### src/rtl/genius_game_ctrl.sv
// ---------------------------------------------------------------------------
// genius_game_ctrl
//   Round sequencer for the Genius (Simon) game. Each round appends one random
//   colour to the stored sequence, plays the whole sequence back on the LED
//   outputs, then checks the player's IR button presses against it. The game
//   ends in WIN after MAX_LEN colours are matched, or in LOSE on a mismatch.
//
// Optional feature macro: GENIUS_TIMEOUT_EN
//   defined   -> per-press deadline of TIMEOUT_CYCLES in WAIT_IN (expiry = LOSE)
//   undefined -> WAIT_IN waits indefinitely, TIMEOUT_CYCLES unused
//
// Handshake: ir_ready/ir_botao is a level-valid interface with no ready back;
//   one press is counted on each rising edge of ir_ready, and ir_botao is
//   sampled in that edge cycle. Presses outside IDLE/WAIT_IN/WIN/LOSE are
//   dropped, never queued.
//
// Ports
//   clk_pll    in   1  system clock
//   reset      in   1  synchronous, active-high reset
//   start      in   1  start/restart request (level or pulse)
//   rand_cor   in   2  free-running random colour, sampled in ADD
//   ir_ready   in   1  decoder button-valid
//   ir_botao   in   3  decoded IR button code
//   led_cor    out  2  colour being displayed
//   led_on     out  1  display enable
//   level      out  5  current sequence length
//   busy       out  1  high except in IDLE/WIN/LOSE
//   win        out  1  held high in WIN
//   game_over  out  1  held high in LOSE
//   state_dbg  out  3  current FSM state encoding, for observation only
// ---------------------------------------------------------------------------
module genius_game_ctrl #(
    parameter int          MAX_LEN        = 16,
    parameter logic [23:0] SHOW_CYCLES    = 24'd5000000,
    parameter logic [23:0] GAP_CYCLES     = 24'd2500000,
    parameter logic [27:0] TIMEOUT_CYCLES = 28'd150000000
) (
    input  logic       clk_pll,
    input  logic       reset,
    input  logic       start,
    input  logic [1:0] rand_cor,
    input  logic       ir_ready,
    input  logic [2:0] ir_botao,
    output logic [1:0] led_cor,
    output logic       led_on,
    output logic [4:0] level,
    output logic       busy,
    output logic       win,
    output logic       game_over,
    output logic [2:0] state_dbg
);

    typedef enum logic [2:0] {
        S_IDLE     = 3'd0,
        S_ADD      = 3'd1,
        S_SHOW_ON  = 3'd2,
        S_SHOW_OFF = 3'd3,
        S_WAIT_IN  = 3'd4,
        S_WIN      = 3'd5,
        S_LOSE     = 3'd6
    } state_t;

    localparam logic [4:0]  MAX_LEN5  = 5'(MAX_LEN);
    localparam logic [27:0] SHOW_LAST = 28'(SHOW_CYCLES) - 28'd1;
    localparam logic [27:0] GAP_LAST  = 28'(GAP_CYCLES) - 28'd1;

    state_t      state, state_nx;
    logic        ir_ready_q;
    logic [4:0]  len;
    logic [4:0]  idx;
    logic [27:0] timer;
    logic [1:0]  seq [MAX_LEN];

    logic        press;
    logic        key_is_col;
    logic [1:0]  key_col;
    logic        key_is_start;
    logic        go;
    logic [1:0]  cur_col;
    logic        last_idx;
    logic        show_done;
    logic        gap_done;
    logic        col_press;
    logic        hit;
    logic        timer_run;
    logic        timer_clr;

    // Rising edge of the decoder valid: a held level counts once.
    assign press        = ir_ready & ~ir_ready_q;
    assign key_is_start = (ir_botao == 3'b001);
    assign go           = start | (press & key_is_start);
    assign last_idx     = (idx == len - 5'd1);
    assign show_done    = (timer == SHOW_LAST);
    assign gap_done     = (timer == GAP_LAST);
    assign col_press    = press & key_is_col;
    assign hit          = (key_col == cur_col);
    assign level        = len;
    assign state_dbg    = state;

    // Colour key map; any other code is not a colour key.
    always_comb begin
        key_is_col = 1'b1;
        key_col    = 2'd0;
        case (ir_botao)
            3'b100:  key_col = 2'd0;
            3'b011:  key_col = 2'd1;
            3'b110:  key_col = 2'd2;
            3'b010:  key_col = 2'd3;
            default: key_is_col = 1'b0;
        endcase
    end

    // Sequence read mux at idx.
    always_comb begin
        cur_col = 2'd0;
        for (int i = 0; i < MAX_LEN; i++) begin
            if (idx == 5'(i)) cur_col = seq[i];
        end
    end

    // Next state and outputs.
    always_comb begin
        state_nx  = state;
        led_on    = 1'b0;
        led_cor   = 2'd0;
        win       = 1'b0;
        game_over = 1'b0;
        busy      = 1'b1;
        timer_run = 1'b0;
        timer_clr = 1'b0;
        case (state)
            S_IDLE: begin
                busy = 1'b0;
                if (go) state_nx = S_ADD;
            end
            S_ADD: begin
                state_nx = S_SHOW_ON;
            end
            S_SHOW_ON: begin
                led_on    = 1'b1;
                led_cor   = cur_col;
                timer_run = 1'b1;
                if (show_done) state_nx = S_SHOW_OFF;
            end
            S_SHOW_OFF: begin
                timer_run = 1'b1;
                if (gap_done) state_nx = last_idx ? S_WAIT_IN : S_SHOW_ON;
            end
            S_WAIT_IN: begin
`ifdef GENIUS_TIMEOUT_EN
                timer_run = 1'b1;
`endif
                if (col_press) begin
                    if (hit) begin
                        // One-cycle echo of the accepted key.
                        led_on    = 1'b1;
                        led_cor   = key_col;
`ifdef GENIUS_TIMEOUT_EN
                        timer_clr = 1'b1;
`endif
                        if (last_idx) state_nx = (len == MAX_LEN5) ? S_WIN : S_ADD;
                    end else begin
                        state_nx = S_LOSE;
                    end
                end
`ifdef GENIUS_TIMEOUT_EN
                else if (timer == TIMEOUT_CYCLES - 28'd1) begin
                    state_nx = S_LOSE;
                end
`endif
            end
            S_WIN: begin
                busy = 1'b0;
                win  = 1'b1;
                if (go) state_nx = S_ADD;
            end
            S_LOSE: begin
                busy      = 1'b0;
                game_over = 1'b1;
                if (go) state_nx = S_ADD;
            end
            default: begin
                state_nx = S_IDLE;
            end
        endcase
    end

    always_ff @(posedge clk_pll) begin
        if (reset) begin
            state      <= S_IDLE;
            ir_ready_q <= 1'b0;
            len        <= '0;
            idx        <= '0;
            timer      <= '0;
            for (int i = 0; i < MAX_LEN; i++) seq[i] <= 2'd0;
        end else begin
            state      <= state_nx;
            ir_ready_q <= ir_ready;

            // Timer restarts on every state change.
            if (state_nx != state || timer_clr) timer <= '0;
            else if (timer_run)                 timer <= timer + 28'd1;

            case (state)
                S_IDLE, S_WIN, S_LOSE: begin
                    if (go) len <= '0;
                end
                S_ADD: begin
                    for (int i = 0; i < MAX_LEN; i++) begin
                        if (len == 5'(i)) seq[i] <= rand_cor;
                    end
                    len <= len + 5'd1;
                    idx <= '0;
                end
                S_SHOW_OFF: begin
                    if (gap_done) idx <= last_idx ? 5'd0 : idx + 5'd1;
                end
                S_WAIT_IN: begin
                    if (col_press && hit) idx <= last_idx ? 5'd0 : idx + 5'd1;
                end
                default: ;
            endcase
        end
    end

endmodule
### config.mk
export PLATFORM = sky130hd
export DESIGN_NAME = genius_game_ctrl
export DESIGN_NICKNAME = d
export VERILOG_FILES = /design/src/rtl/genius_game_ctrl.sv
export SDC_FILE = /design/constraint.sdc
export NUM_CORES = 1
export LEC_CHECK = 0
export ABC_AREA = 1
export CAP_MARGIN = 30
export CORE_ASPECT_RATIO = 1.2
export CORE_MARGIN = 2
export CORE_UTILIZATION = 60
export CTS_CLUSTER_SIZE = 8
export DETAILED_ROUTE_END_ITERATION = 10
export PLACE_DENSITY = 0.8
export SETUP_SLACK_MARGIN = 0.5
export SYNTH_ARGS = -nofsm -noshare
export SYNTH_HDL_FRONTEND = slang
export SYNTH_SLANG_ARGS = --single-unit
### constraint.sdc
create_clock -name clk_pll -period 4.88 [get_ports clk_pll]
set_input_delay 1.464 -clock clk_pll [delete_from_list [all_inputs] [get_ports clk_pll]]
set_output_delay 1.464 -clock clk_pll [all_outputs]
set_load 0.005 [all_outputs]
==> flow_metrics.env <==
export IMPL_grt_start_max_net_pins=29
export IMPL_cts_buffers=9
export IMPL_fraction_of_synthesized_cell_area_in_xor_and_xnor_cells_pct=5.71
export IMPL_layout_worst_path_cycle_share_pct=89.5
export IMPL_number_of_primary_i_o_pins=23
export IMPL_tritoncts_num_sinks=74
export IMPL_utilization_pct=72.9
export IMPL_compound_cell_area_share_of_the_yosys_netlist_pct=5.39
export IMPL_drt_wl_total_um=11100
export IMPL_drtIter0Drc=359
export IMPL_syn_nets=624
export IMPL_drive_above_1_share_pct=20.0
export IMPL_final_net_count=665
export IMPL_dp_hpwl_um=7280
export IMPL_ff2ff_path_depth=32
export IMPL_area_growth_synth_to_final_pct=16.7
export IMPL_floorplan_die_area_um2=8380
export IMPL_first_global_vias=3744
export IMPL_critical_path_most_common_cell="sky130_fd_sc_hd__nand2_1"
export IMPL_synth_cell_area_um2=4600
export IMPL_gp_congestion=0.901
export IMPL_r2r_start="idx[1]"
export IMPL_wl_per_cell_um=15.1
export IMPL_timing_hold_worst_path_depth=2
export IMPL_fmax_mhz=229
export IMPL_tritoncts_clock_tree="done"
export IMPL_yosys_cell_types=42
export IMPL_max_slew_worst_pin_slew_ps=820
export IMPL_worstPathArrival_ps=2900
export IMPL_die_h_um=99.9
export IMPL_grt_setup_unrepaired="yes"
export IMPL_synth_seq_cells=74
export IMPL_worstHoldStart="level[1]"
export IMPL_clk_root_buffer_cell="sky130_fd_sc_hd__clkbuf_8"
export IMPL_end_kind="output pin"
export IMPL_timing_final_max_slew_violations=0
export IMPL_grt_use_total_pct=24.7
export IMPL_worstSetupStartpoint="idx[1]"
export IMPL_total_power_mw=1.77
export IMPL_max_slew_headroom_pct=44.9
export IMPL_fp_row_count=34
export IMPL_yosys_warnings=0
export IMPL_place_port_buffers=22
export IMPL_path_class="reg2out"
export IMPL_synth_top_family_by_area="simple AND/OR/NAND/NOR gates"
export IMPL_overflow=0
export IMPL_final_area_um2=5370
export IMPL_global_route_wire_length_before_repair_um=16600
export IMPL_post_route_drc_count=0
export IMPL_synth_edff_count=32
export IMPL_cp_slowest_stage_delay_ps=380
export IMPL_r2r_end="timer[4]"
export IMPL_core_area_um2=7360
export IMPL_hold_ws_ps=541
export IMPL_yosys_mux_area_fraction_pct=0.218
export IMPL_drt_antenna_violating_nets=0
export IMPL_hold_violations=0
export IMPL_max_clock_path_buffers=2
export IMPL_path_clk_slew_ps=70
export IMPL_via_count=4089
export IMPL_route_detailed_vias_per_inst=5.53
export IMPL_critPathSlowestCell="sky130_fd_sc_hd__dfxtp_4"
export IMPL_power_density_nw_per_um2=329
export IMPL_cp_start_kind="register"
export IMPL_final_min_clock_period_ps=4370
export IMPL_setup_violations=0
export IMPL_dominantRegCellSynth="sky130_fd_sc_hd__dfxtp_1"
export IMPL_initial_core_util_pct=62.5
export IMPL_cts_hold_repair_buffers=0
export IMPL_drv_cap=0
export IMPL_synth_async_reset_ratio_pct=0
export IMPL_seq_area_frac_synth_pct=39.2
export IMPL_diodes=0
export IMPL_drt_pass1_iterations=6
export IMPL_vdd_ir_drop_worst_mv=0.249
export IMPL_insertion_delay_ps=360
export IMPL_required_ps=3420
export IMPL_worst_hold_path_type="reg2reg"
export IMPL_htree_num_levels=3
export IMPL_post_synth_cell_area_avg_um2=7.63
export IMPL_syn_instance_count=603
export IMPL_yosys_area_share_simple_pct=36.2
export IMPL_number_of_antenna_violations_at_the_first_check_in_global_routing=0
export IMPL_r2r_slack_ps=1080
export IMPL_worst_clock_skew_ps=16.8
export IMPL_dieWidth_um=83.9
export IMPL_critical_path_peak_fanout=5
export IMPL_yosys_area_share_adder_pct=3.27
export IMPL_placement_stage_cell_area_um2=4890
export IMPL_hold_path_endpoint="level[1]"
export IMPL_run_status="finished clean"
export IMPL_power_leakage_nw=2.09
[report_power, final]
group	switching, mW	total, mW	internal [mW]
Sequential	0.0285	0.703	0.674
Combinational	0.327	0.488	0.162
Clock	0.239	0.578	0.339
Total	0.594	1.77	1.17
[Yosys cell counts, types with 2 or more instances]
cell	count	area [um2]
sky130_fd_sc_hd__nor2_2	9	56.3
sky130_fd_sc_hd__or2_2	7	43.8
sky130_fd_sc_hd__nand2_2	8	50.1
sky130_fd_sc_hd__inv_2	15	56.3
sky130_fd_sc_hd__o21ai_1	2	10.0
sky130_fd_sc_hd__inv_1	90	338
sky130_fd_sc_hd__o21ai_0	11	55.1
sky130_fd_sc_hd__dfxtp_1	42	841
sky130_fd_sc_hd__edfxtp_1	32	961
sky130_fd_sc_hd__a31oi_1	2	12.5
sky130_fd_sc_hd__clkbuf_1	6	22.5
sky130_fd_sc_hd__nor4_4	2	42.5
sky130_fd_sc_hd__nor3_1	14	70.1
sky130_fd_sc_hd__nand2_1	132	495
sky130_fd_sc_hd__nand3_1	36	180
sky130_fd_sc_hd__nor2_4	22	248
sky130_fd_sc_hd__a221oi_1	2	17.5
sky130_fd_sc_hd__o22ai_1	4	25.0
sky130_fd_sc_hd__nor2_1	67	251
sky130_fd_sc_hd__buf_12	2	40.0
sky130_fd_sc_hd__a21oi_1	17	85.1
sky130_fd_sc_hd__xor2_1	23	201
sky130_fd_sc_hd__ha_1	12	150
sky130_fd_sc_hd__xnor2_1	7	61.3
sky130_fd_sc_hd__nand4_1	14	87.6
sky130_fd_sc_hd__nor4_1	9	56.3
[final cells by class]
class / instances / area, um2
flip-flops and latches: 74 / 1810
fillers: 558 / 1990
repair buffers: 38 / 330
well taps: 90 / 113
multi-input cells: 415 / 2470
inverters: 106 / 405
clock buffers: 9 / 124
clock inverters: 7 / 118
[worst max-delay path: cells and delay by family (launching register included)]
| family | cells | cell delay (ps) |
|---|---|---|
| and+or+nand+nor | 17 | 1260 |
| buffers and inverters | 6 | 640 |
| DFF | 1 | 380 |
| adders and majority gates | 1 | 160 |
| AOI/OAI and AO/OA | 1 | 120 |
[metrics by stage]
stage          TNS [ps]  std cells  setup slack, ps
2_1_floorplan         0        603              969
3_3_place_gp      -55.1        710            -28.7
3_5_place_dp       -273        710             -154
4_1_cts               0        731              523
5_1_grt               0        739              320
6_report              0        739              511
[state kept, by name, summed over array words and instances, names as in the netlist]
signal,cells
timer,28
idx,5
level,5
state_dbg,3
seq,32
ir_ready_q,1
[per-layer routing]
metal  up-vias  GRT usage, %  wire (um)
met5         -             0          0
met1      1878          28.1       4150
met3        39          3.70        643
li1       2001             -          -
met2       171          45.5       5980
met4         0          11.7        362
[logic make-up (layout without fill, tap and decap cells)]
logic type,after synthesis,after routing
AOI/OAI and AO/OA,43,43
DFF,74,74
and+or+nand+nor,329,329
buffers and inverters,114,160
xor gates and xnor gates,30,30
muxes,1,1
adders and majority gates,12,12
[how the worst max path moves through the flow]
stage,cells after the start,to
finish,25,led_on
global route,24,led_on
CTS,25,led_on
detailed placement,10,led_cor[0]
global placement,10,led_cor[0]
floorplan,8,led_cor[0]
[cell usage in the layout, fill, tap and decap left out, types with 2 or more instances in the layout]
cell and instances:
sky130_fd_sc_hd__nor2_1 64, sky130_fd_sc_hd__nand2_2 14, sky130_fd_sc_hd__buf_2 2, sky130_fd_sc_hd__nor2_2 8, sky130_fd_sc_hd__dfxtp_4 2, sky130_fd_sc_hd__inv_4 3
sky130_fd_sc_hd__inv_1 85, sky130_fd_sc_hd__or2_2 7, sky130_fd_sc_hd__nor3_1 14, sky130_fd_sc_hd__clkbuf_8 9, sky130_fd_sc_hd__nor4_1 9, sky130_fd_sc_hd__nor4_4 2
sky130_fd_sc_hd__dlygate4sd2_1 4, sky130_fd_sc_hd__buf_4 15, sky130_fd_sc_hd__a221oi_1 2, sky130_fd_sc_hd__dfxtp_1 40, sky130_fd_sc_hd__xor2_1 23, sky130_fd_sc_hd__nor2_4 26
sky130_fd_sc_hd__nand2_4 3, sky130_fd_sc_hd__clkdlybuf4s50_1 15, sky130_fd_sc_hd__clkinvlp_4 2, sky130_fd_sc_hd__o21ai_1 2, sky130_fd_sc_hd__o21ai_0 11, sky130_fd_sc_hd__xnor2_1 7
sky130_fd_sc_hd__o22ai_1 3, sky130_fd_sc_hd__edfxtp_1 32, sky130_fd_sc_hd__nand3_1 32, sky130_fd_sc_hd__a21oi_1 17, sky130_fd_sc_hd__nand3_2 4, sky130_fd_sc_hd__ha_1 9
sky130_fd_sc_hd__a31oi_1 2, sky130_fd_sc_hd__ha_4 3, sky130_fd_sc_hd__nand4_1 14, sky130_fd_sc_hd__nand2_1 124, sky130_fd_sc_hd__inv_2 18, sky130_fd_sc_hd__bufinv_16 3
[what timing repair did]
item	in CTS	in global routing
resized for setup	28	30
endpoints found under the setup margin	3	3
setup buffers	5	8
pin swaps	5	12
endpoints found under the hold margin	0	0
Power figures use the tool's default switching activity.
